<file path="config.mk">
export PLATFORM = sky130hd
export DESIGN_NAME = uart_ping_initiator
export DESIGN_NICKNAME = d
export VERILOG_FILES = /design/src/rtl/uart_ping_initiator.sv
export SDC_FILE = /design/constraint.sdc
export NUM_CORES = 1
export LEC_CHECK = 0
export BUFFER_PORTS_ARGS = -buffer_cell sky130_fd_sc_hd__buf_2
export CAP_MARGIN = 30
export CORE_MARGIN = 3
export CORE_UTILIZATION = 35
export CTS_BUF_LIST = sky130_fd_sc_hd__clkbuf_4 sky130_fd_sc_hd__clkbuf_8
export CTS_CLUSTER_DIAMETER = 80
export DETAILED_ROUTE_END_ITERATION = 7
export GPL_TIMING_DRIVEN = 0
export MAX_ROUTING_LAYER = met4
export SYNTH_ARGS = -nofsm -noshare
export SYNTH_HDL_FRONTEND = slang
export SYNTH_SLANG_ARGS = --single-unit
</file>
<file path="constraint.sdc">
create_clock -name clk -period 2.6 [get_ports clk]
set_clock_uncertainty 0.1 [all_clocks]
set_input_delay 0.13 -clock clk [delete_from_list [all_inputs] [get_ports clk]]
set_output_delay 0.13 -clock clk [all_outputs]
set_load 0.03 [all_outputs]
</file>
<file path="src/rtl/uart_ping_initiator.sv">
// Host-side UART link checker: sends CMD_BYTE as 8N1 and waits for RESP_BYTE,
// retrying on timeout and keeping pass/fail tallies.
module uart_ping_initiator #(
   parameter int unsigned CLK_HZ      = 50000000,
   parameter int unsigned BAUD        = 115200,
   parameter logic [7:0]  CMD_BYTE    = 8'h50,
   parameter logic [7:0]  RESP_BYTE   = 8'h53,
   parameter int unsigned TIMEOUT_CYC = 5000000,
   parameter int unsigned MAX_RETRY   = 3
) (
   input  logic       clk,
   input  logic       rst,
   input  logic       start,
   input  logic       rx,
   output logic       tx,
   output logic       busy,
   output logic       done,
   output logic       pass,
   output logic [1:0] attempts,
   output logic [7:0] ok_count,
   output logic [7:0] fail_count
);

   localparam int unsigned CLKS_PER_BIT = CLK_HZ / BAUD;
   localparam int unsigned CW = $clog2(CLKS_PER_BIT + 1);
   localparam int unsigned TW = $clog2(TIMEOUT_CYC + 1);
   localparam logic [CW-1:0] BIT_LAST  = CW'(CLKS_PER_BIT - 1);
   localparam logic [CW-1:0] HALF_LAST = CW'(CLKS_PER_BIT / 2 - 1);
   localparam logic [TW-1:0] TO_LAST   = TW'(TIMEOUT_CYC - 1);
   localparam logic [1:0]    ATT_MAX   = 2'(MAX_RETRY);

   typedef enum logic [1:0] {IDLE, SEND, WAIT, DONE} state_t;
   typedef enum logic [1:0] {RX_IDLE, RX_START, RX_DATA, RX_STOP} rx_state_t;

   state_t        state_r;
   logic          tx_r, busy_r, done_r, pass_r;
   logic [1:0]    attempts_r;
   logic [7:0]    ok_count_r, fail_count_r;
   logic [CW-1:0] bit_cnt_r;
   logic [3:0]    bit_idx_r;
   logic [TW-1:0] timer_r;

   rx_state_t     rx_state_r;
   logic          rx_meta_r, rx_sync_r, rx_prev_r;
   logic [CW-1:0] rx_cnt_r;
   logic [2:0]    rx_idx_r;
   logic [7:0]    rx_shift_r;
   logic          rx_valid_r;

   // Line level for the slot following slot idx (0 = start bit, 1..8 = data, 9 = stop).
   function automatic logic tx_bit_after(input logic [3:0] idx);
      if (idx < 4'd8) begin
         tx_bit_after = CMD_BYTE[idx[2:0]];
      end else begin
         tx_bit_after = 1'b1;
      end
   endfunction

   assign tx         = tx_r;
   assign busy       = busy_r;
   assign done       = done_r;
   assign pass       = pass_r;
   assign attempts   = attempts_r;
   assign ok_count   = ok_count_r;
   assign fail_count = fail_count_r;

   // Sequence controller: serializer, response window, retries and tallies.
   always_ff @(posedge clk or posedge rst) begin
      if (rst) begin
         state_r      <= IDLE;
         tx_r         <= 1'b1;
         busy_r       <= 1'b0;
         done_r       <= 1'b0;
         pass_r       <= 1'b0;
         attempts_r   <= 2'd0;
         ok_count_r   <= 8'd0;
         fail_count_r <= 8'd0;
         bit_cnt_r    <= '0;
         bit_idx_r    <= 4'd0;
         timer_r      <= '0;
      end else begin
         done_r <= 1'b0;
         case (state_r)
            IDLE: begin
               if (start) begin
                  state_r    <= SEND;
                  attempts_r <= 2'd1;
                  pass_r     <= 1'b0;
                  busy_r     <= 1'b1;
                  tx_r       <= 1'b0;
                  bit_cnt_r  <= '0;
                  bit_idx_r  <= 4'd0;
               end
            end
            SEND: begin
               if (bit_cnt_r == BIT_LAST) begin
                  bit_cnt_r <= '0;
                  if (bit_idx_r == 4'd9) begin
                     state_r <= WAIT;
                     timer_r <= '0;
                  end else begin
                     bit_idx_r <= bit_idx_r + 4'd1;
                     tx_r      <= tx_bit_after(bit_idx_r);
                  end
               end else begin
                  bit_cnt_r <= bit_cnt_r + CW'(1);
               end
            end
            WAIT: begin
               // A response landing on the last window cycle still counts.
               if (rx_valid_r && (rx_shift_r == RESP_BYTE)) begin
                  pass_r  <= 1'b1;
                  busy_r  <= 1'b0;
                  done_r  <= 1'b1;
                  state_r <= DONE;
               end else if (timer_r == TO_LAST) begin
                  if (attempts_r < ATT_MAX) begin
                     attempts_r <= attempts_r + 2'd1;
                     state_r    <= SEND;
                     tx_r       <= 1'b0;
                     bit_cnt_r  <= '0;
                     bit_idx_r  <= 4'd0;
                  end else begin
                     pass_r  <= 1'b0;
                     busy_r  <= 1'b0;
                     done_r  <= 1'b1;
                     state_r <= DONE;
                  end
               end else begin
                  timer_r <= timer_r + TW'(1);
               end
            end
            DONE: begin
               state_r <= IDLE;
               if (pass_r) begin
                  if (ok_count_r != 8'hFF) ok_count_r <= ok_count_r + 8'd1;
               end else begin
                  if (fail_count_r != 8'hFF) fail_count_r <= fail_count_r + 8'd1;
               end
            end
            default: begin
               state_r <= IDLE;
               tx_r    <= 1'b1;
               busy_r  <= 1'b0;
            end
         endcase
      end
   end

   // Receive path: rx synchronizer plus mid-bit sampling deserializer.
   always_ff @(posedge clk or posedge rst) begin
      if (rst) begin
         rx_meta_r  <= 1'b1;
         rx_sync_r  <= 1'b1;
         rx_prev_r  <= 1'b1;
         rx_state_r <= RX_IDLE;
         rx_cnt_r   <= '0;
         rx_idx_r   <= 3'd0;
         rx_shift_r <= 8'd0;
         rx_valid_r <= 1'b0;
      end else begin
         rx_meta_r  <= rx;
         rx_sync_r  <= rx_meta_r;
         rx_prev_r  <= rx_sync_r;
         rx_valid_r <= 1'b0;
         case (rx_state_r)
            RX_IDLE: begin
               if (!rx_sync_r && rx_prev_r) begin
                  rx_cnt_r   <= '0;
                  rx_state_r <= RX_START;
               end
            end
            RX_START: begin
               if (rx_cnt_r == HALF_LAST) begin
                  rx_cnt_r <= '0;
                  rx_idx_r <= 3'd0;
                  if (!rx_sync_r) begin
                     rx_state_r <= RX_DATA;
                  end else begin
                     rx_state_r <= RX_IDLE;
                  end
               end else begin
                  rx_cnt_r <= rx_cnt_r + CW'(1);
               end
            end
            RX_DATA: begin
               if (rx_cnt_r == BIT_LAST) begin
                  rx_cnt_r   <= '0;
                  rx_shift_r <= {rx_sync_r, rx_shift_r[7:1]};
                  if (rx_idx_r == 3'd7) begin
                     rx_state_r <= RX_STOP;
                  end else begin
                     rx_idx_r <= rx_idx_r + 3'd1;
                  end
               end else begin
                  rx_cnt_r <= rx_cnt_r + CW'(1);
               end
            end
            RX_STOP: begin
               if (rx_cnt_r == BIT_LAST) begin
                  rx_cnt_r   <= '0;
                  rx_valid_r <= rx_sync_r;
                  rx_state_r <= RX_IDLE;
               end else begin
                  rx_cnt_r <= rx_cnt_r + CW'(1);
               end
            end
            default: rx_state_r <= RX_IDLE;
         endcase
      end
   end

endmodule

</file>
==> metrics <==
status=finished clean; Compound-Gate Fraction of Synth Area=between 15 and 20%; Async S/R FF share, synth=between 90% and 100%; post-route ant nets=0; worst-path maximum fanout=10; Setup-failing EPs final=0; met2 WL=approximately 4400 um; Startpoint Class=flop; grt ovf=0; Total GRT Usage=between 10 and 15%; Post-Syn Nets=472; Layout area overhead=14.3%; Placer Congestion=approximately 0.85; n_diodes=0; die width=120 um; unrepaired setup endpoints after global routing=no; M1 wire length=just under 5000 um; Distinct cells, synth=54; Fmax=between 0.4 and 0.5 GHz; Die Ht=between 100 and 150 um; DP Wirelength=6750 um; flop-to-flop setup slack=roughly 0.13 ns; final setup TNS=0 ns; Initial Util=a little under two fifths; area of the mapped netlist=0.00454 mm^2; global-route wire length before repair=16900 um; Post-synth EDFFs=0; Slew Viols, Final=0; number of vias per cell=around 5.4; Critical Path Start=timer_r[6]; Reg2Reg Capture Point=timer_r[18]; period utilisation layout=between 90% and 100%; Yosys top cell area share=around 45%; crit path DAT=2.61 ns; Num CTS Buffers=9; die area=0.0144 mm^2; Leak Pwr=~2.5 nW; YS warnings=0; main combinational cell family by area after synthesis=simple AND/OR/NAND/NOR gates; Power Density=around 540 mW/mm^2; clock tree sinks=86; mux cell area share after synthesis=around 2.7%; largest cells by area after synthesis=dfrtp_1 (45%), and3_1 (4.5%), a211o_1 (3.9%), ha_1 (3.6%), nand3_1 (3.3%); Req. time, crit path=between 2 and 3 ns; average size of a mapped cell=between 9 and 10 um^2; Setup Buffers After CTS=0; Worst Hold Class=in -> reg; drc violations=0; initial antenna violation count=0; Vias=about 3600; core box area=between 0.01 and 0.015 mm^2; number of buffers added on ports=25; Clock Pin Slew Worst Setup and Hold Paths=approximately 0.09 ns; Tmin final=~2.5 ns; root buffer cell=clkbuf_8; Final Routed Wirelength=9820 um; Seq/Total Area, Yosys=a little under half; vias in the first global route=3509; VDD IR max=0.223 mV; Reg2Reg Depth=6; # nets final=roughly 510; clock latency on the worst-skew pair=0.36 ns; Avg WL per Cell=14.7 um; simple-gate share of the synthesized area=24.2%; largest net degree at the start of global routing=62; Max H-tree Level=3; FP Rows=40; Main synth FF type=dfrtp_1; Pwr Total=2.79 mW; drt first pass iters=4; Finished Layout Cells=667; Mapped Cells=approximately 460; Synth Area in Adders=approximately 3.6%; final hold violation count=0; Highest Signal Layer=met4; post-synthesis xor/xnor area fraction=under 10%; DP Area=just under 0.005 mm^2; slew margin rel.=between 50% and 60%; post-route cell area=~0.0052 mm^2; CTS tree=built; Setup crit end=timer_r[18]; register bit total from synthesis=86; io pins=26; Least-Margin Pin Slew=0.661 ns; share of cells above drive strength 1=around 15%; wire length on met3=between 300 and 400 um; post-synth top area cell=dfrtp_1; CTS max path bufs=2; Setup Crit Path Kind=reg -> reg; reg-to-reg startpoint=timer_r[6]; Crit. End Element=flop; 1st-iter DRT viols=around 270; Cells after DPL=roughly 650; MaxCap Viol Count=0
[placed cells by master (no fill, tap or decap), types with 3 or more instances in the layout]
cell type,count
or4b_1,3
or2_2,3
and2_1,5
xnor2_1,14
a21oi_1,12
a41oi_1,3
ha_1,13
clkbuf_1,12
a211o_1,20
and3_1,33
nand4b_1,3
nand2_1,38
xor2_1,5
o211ai_1,3
a22o_1,10
o21ai_0,12
o21a_1,3
nor4_1,6
nand4_1,10
nand2b_1,9
clkbuf_8,11
nor2b_1,6
nor2_1,13
nand3_1,30
nor3_1,24
inv_1,8
a31oi_1,9
dfrtp_1,82
dfstp_2,4
buf_2,32
a21o_1,5
mux2_2,11
[kinds of logic after synthesis]
| logic type | Yosys count |
|---|---|
| compound gates | 96 |
| xor+xnor | 19 |
| fa+ha+maj | 13 |
| buf+inv | 31 |
| flops | 86 |
| mux | 11 |
| simple gates | 199 |
[repair_timing]
| item | 4_1_cts | 5_1_grt |
|---|---|---|
| hold buffers | 2 | 0 |
| endpoints found under the hold margin | 26 | 0 |
| endpoints found under the setup margin | 1 | 20 |
| cloned | 0 | 0 |
| resized for setup | 1 | 7 |
[synth_stat cells, types with 3 or more instances]
cell type  number
a21oi_1        12
a21o_1          5
nand2_1        38
and2_1          5
dfrtp_1        82
dfstp_2         4
nand4b_1        3
or4b_1          3
xnor2_1        14
nor2b_1         6
o21ai_0        12
and3_1         33
a22o_1         10
inv_1           9
clkbuf_1       14
nor3_1         24
mux2_2         11
a41oi_1         3
nor2_1         13
nand3_1        30
or2_2           3
a211o_1        20
buf_2           8
nand2b_1        9
ha_1           13
nor4_1          8
o21a_1          3
xor2_1          5
o211ai_1        3
nand4_1        10
a31oi_1         9
[state kept, by name, indices dropped and copies added (netlist names), 2 cells and up, named ones only]
signal	count
fail_count	8
bit_idx_r	4
state_r	2
rx_cnt_r	9
rx_shift_r	8
bit_cnt_r	9
timer_r	23
rx_idx_r	3
attempts	2
ok_count	8
[worst min path at each step]
stage | slack, ns | cells past startpoint | start | end
2_1_floorplan | 0.03 | 0 | rx | rx_meta_r
5_1_grt | 0.16 | 3 | start | state_r[0]
6_report | 0.12 | 4 | start | bit_cnt_r[0]
4_1_cts | 0.1 | 4 | start | bit_cnt_r[0]
3_3_place_gp | 0.14 | 1 | rx | rx_meta_r
3_5_place_dp | 0.04 | 2 | rst | timer_r[3]
[metal layers]
layer  vias to the layer above  GRT usage [%]
met5                         -              -
met4                         0           6.87
met3                        10           2.73
met2                        56           21.7
met1                      1744           20.1
li1                       1778              -
[cell type report]
class / instances / area, um^2
Clock buffer: 12 / 159
Sequential cell: 86 / 2160
Tap cell: 168 / 210
Timing Repair Buffer: 28 / 173
Fill cell: 1214 / 7170
Inverter: 9 / 36.3
Multi-Input combinational cell: 338 / 2280
Buffer: 22 / 97.6
Clock inverter: 4 / 77.6
[critical path, stage by stage, from the launching register on]
cell and delay, ns:
dfrtp_1 0.48, or4b_1 0.60, nor4_4 0.34, a31o_2 0.25, clkbuf_4 0.23, nor3_1 0.07
a211o_1 0.27
[where the power goes]
group          internal, mW  total, mW  leakage [nW]  switching [mW]
Clock                 0.611       1.12         0.121           0.506
Sequential             1.38       1.43          1.13          0.0501
Combinational        0.0822      0.240          1.30           0.158
Total                  2.07       2.79          2.55           0.714
[stage by stage]
step | util (%) | setup slack, ns | hold slack [ns]
floorplan | - | 0.155 | 0.0345
global placement | 39.4 | -0.992 | 0.139
detailed placement | 39.7 | 0.0715 | 0.0436
CTS | 41.8 | 0.0559 | 0.0968
global route | 42.0 | 0.000796 | 0.156
finish | 42.0 | 0.132 | 0.118
No activity file was read; power rests on OpenSTA's default activity.
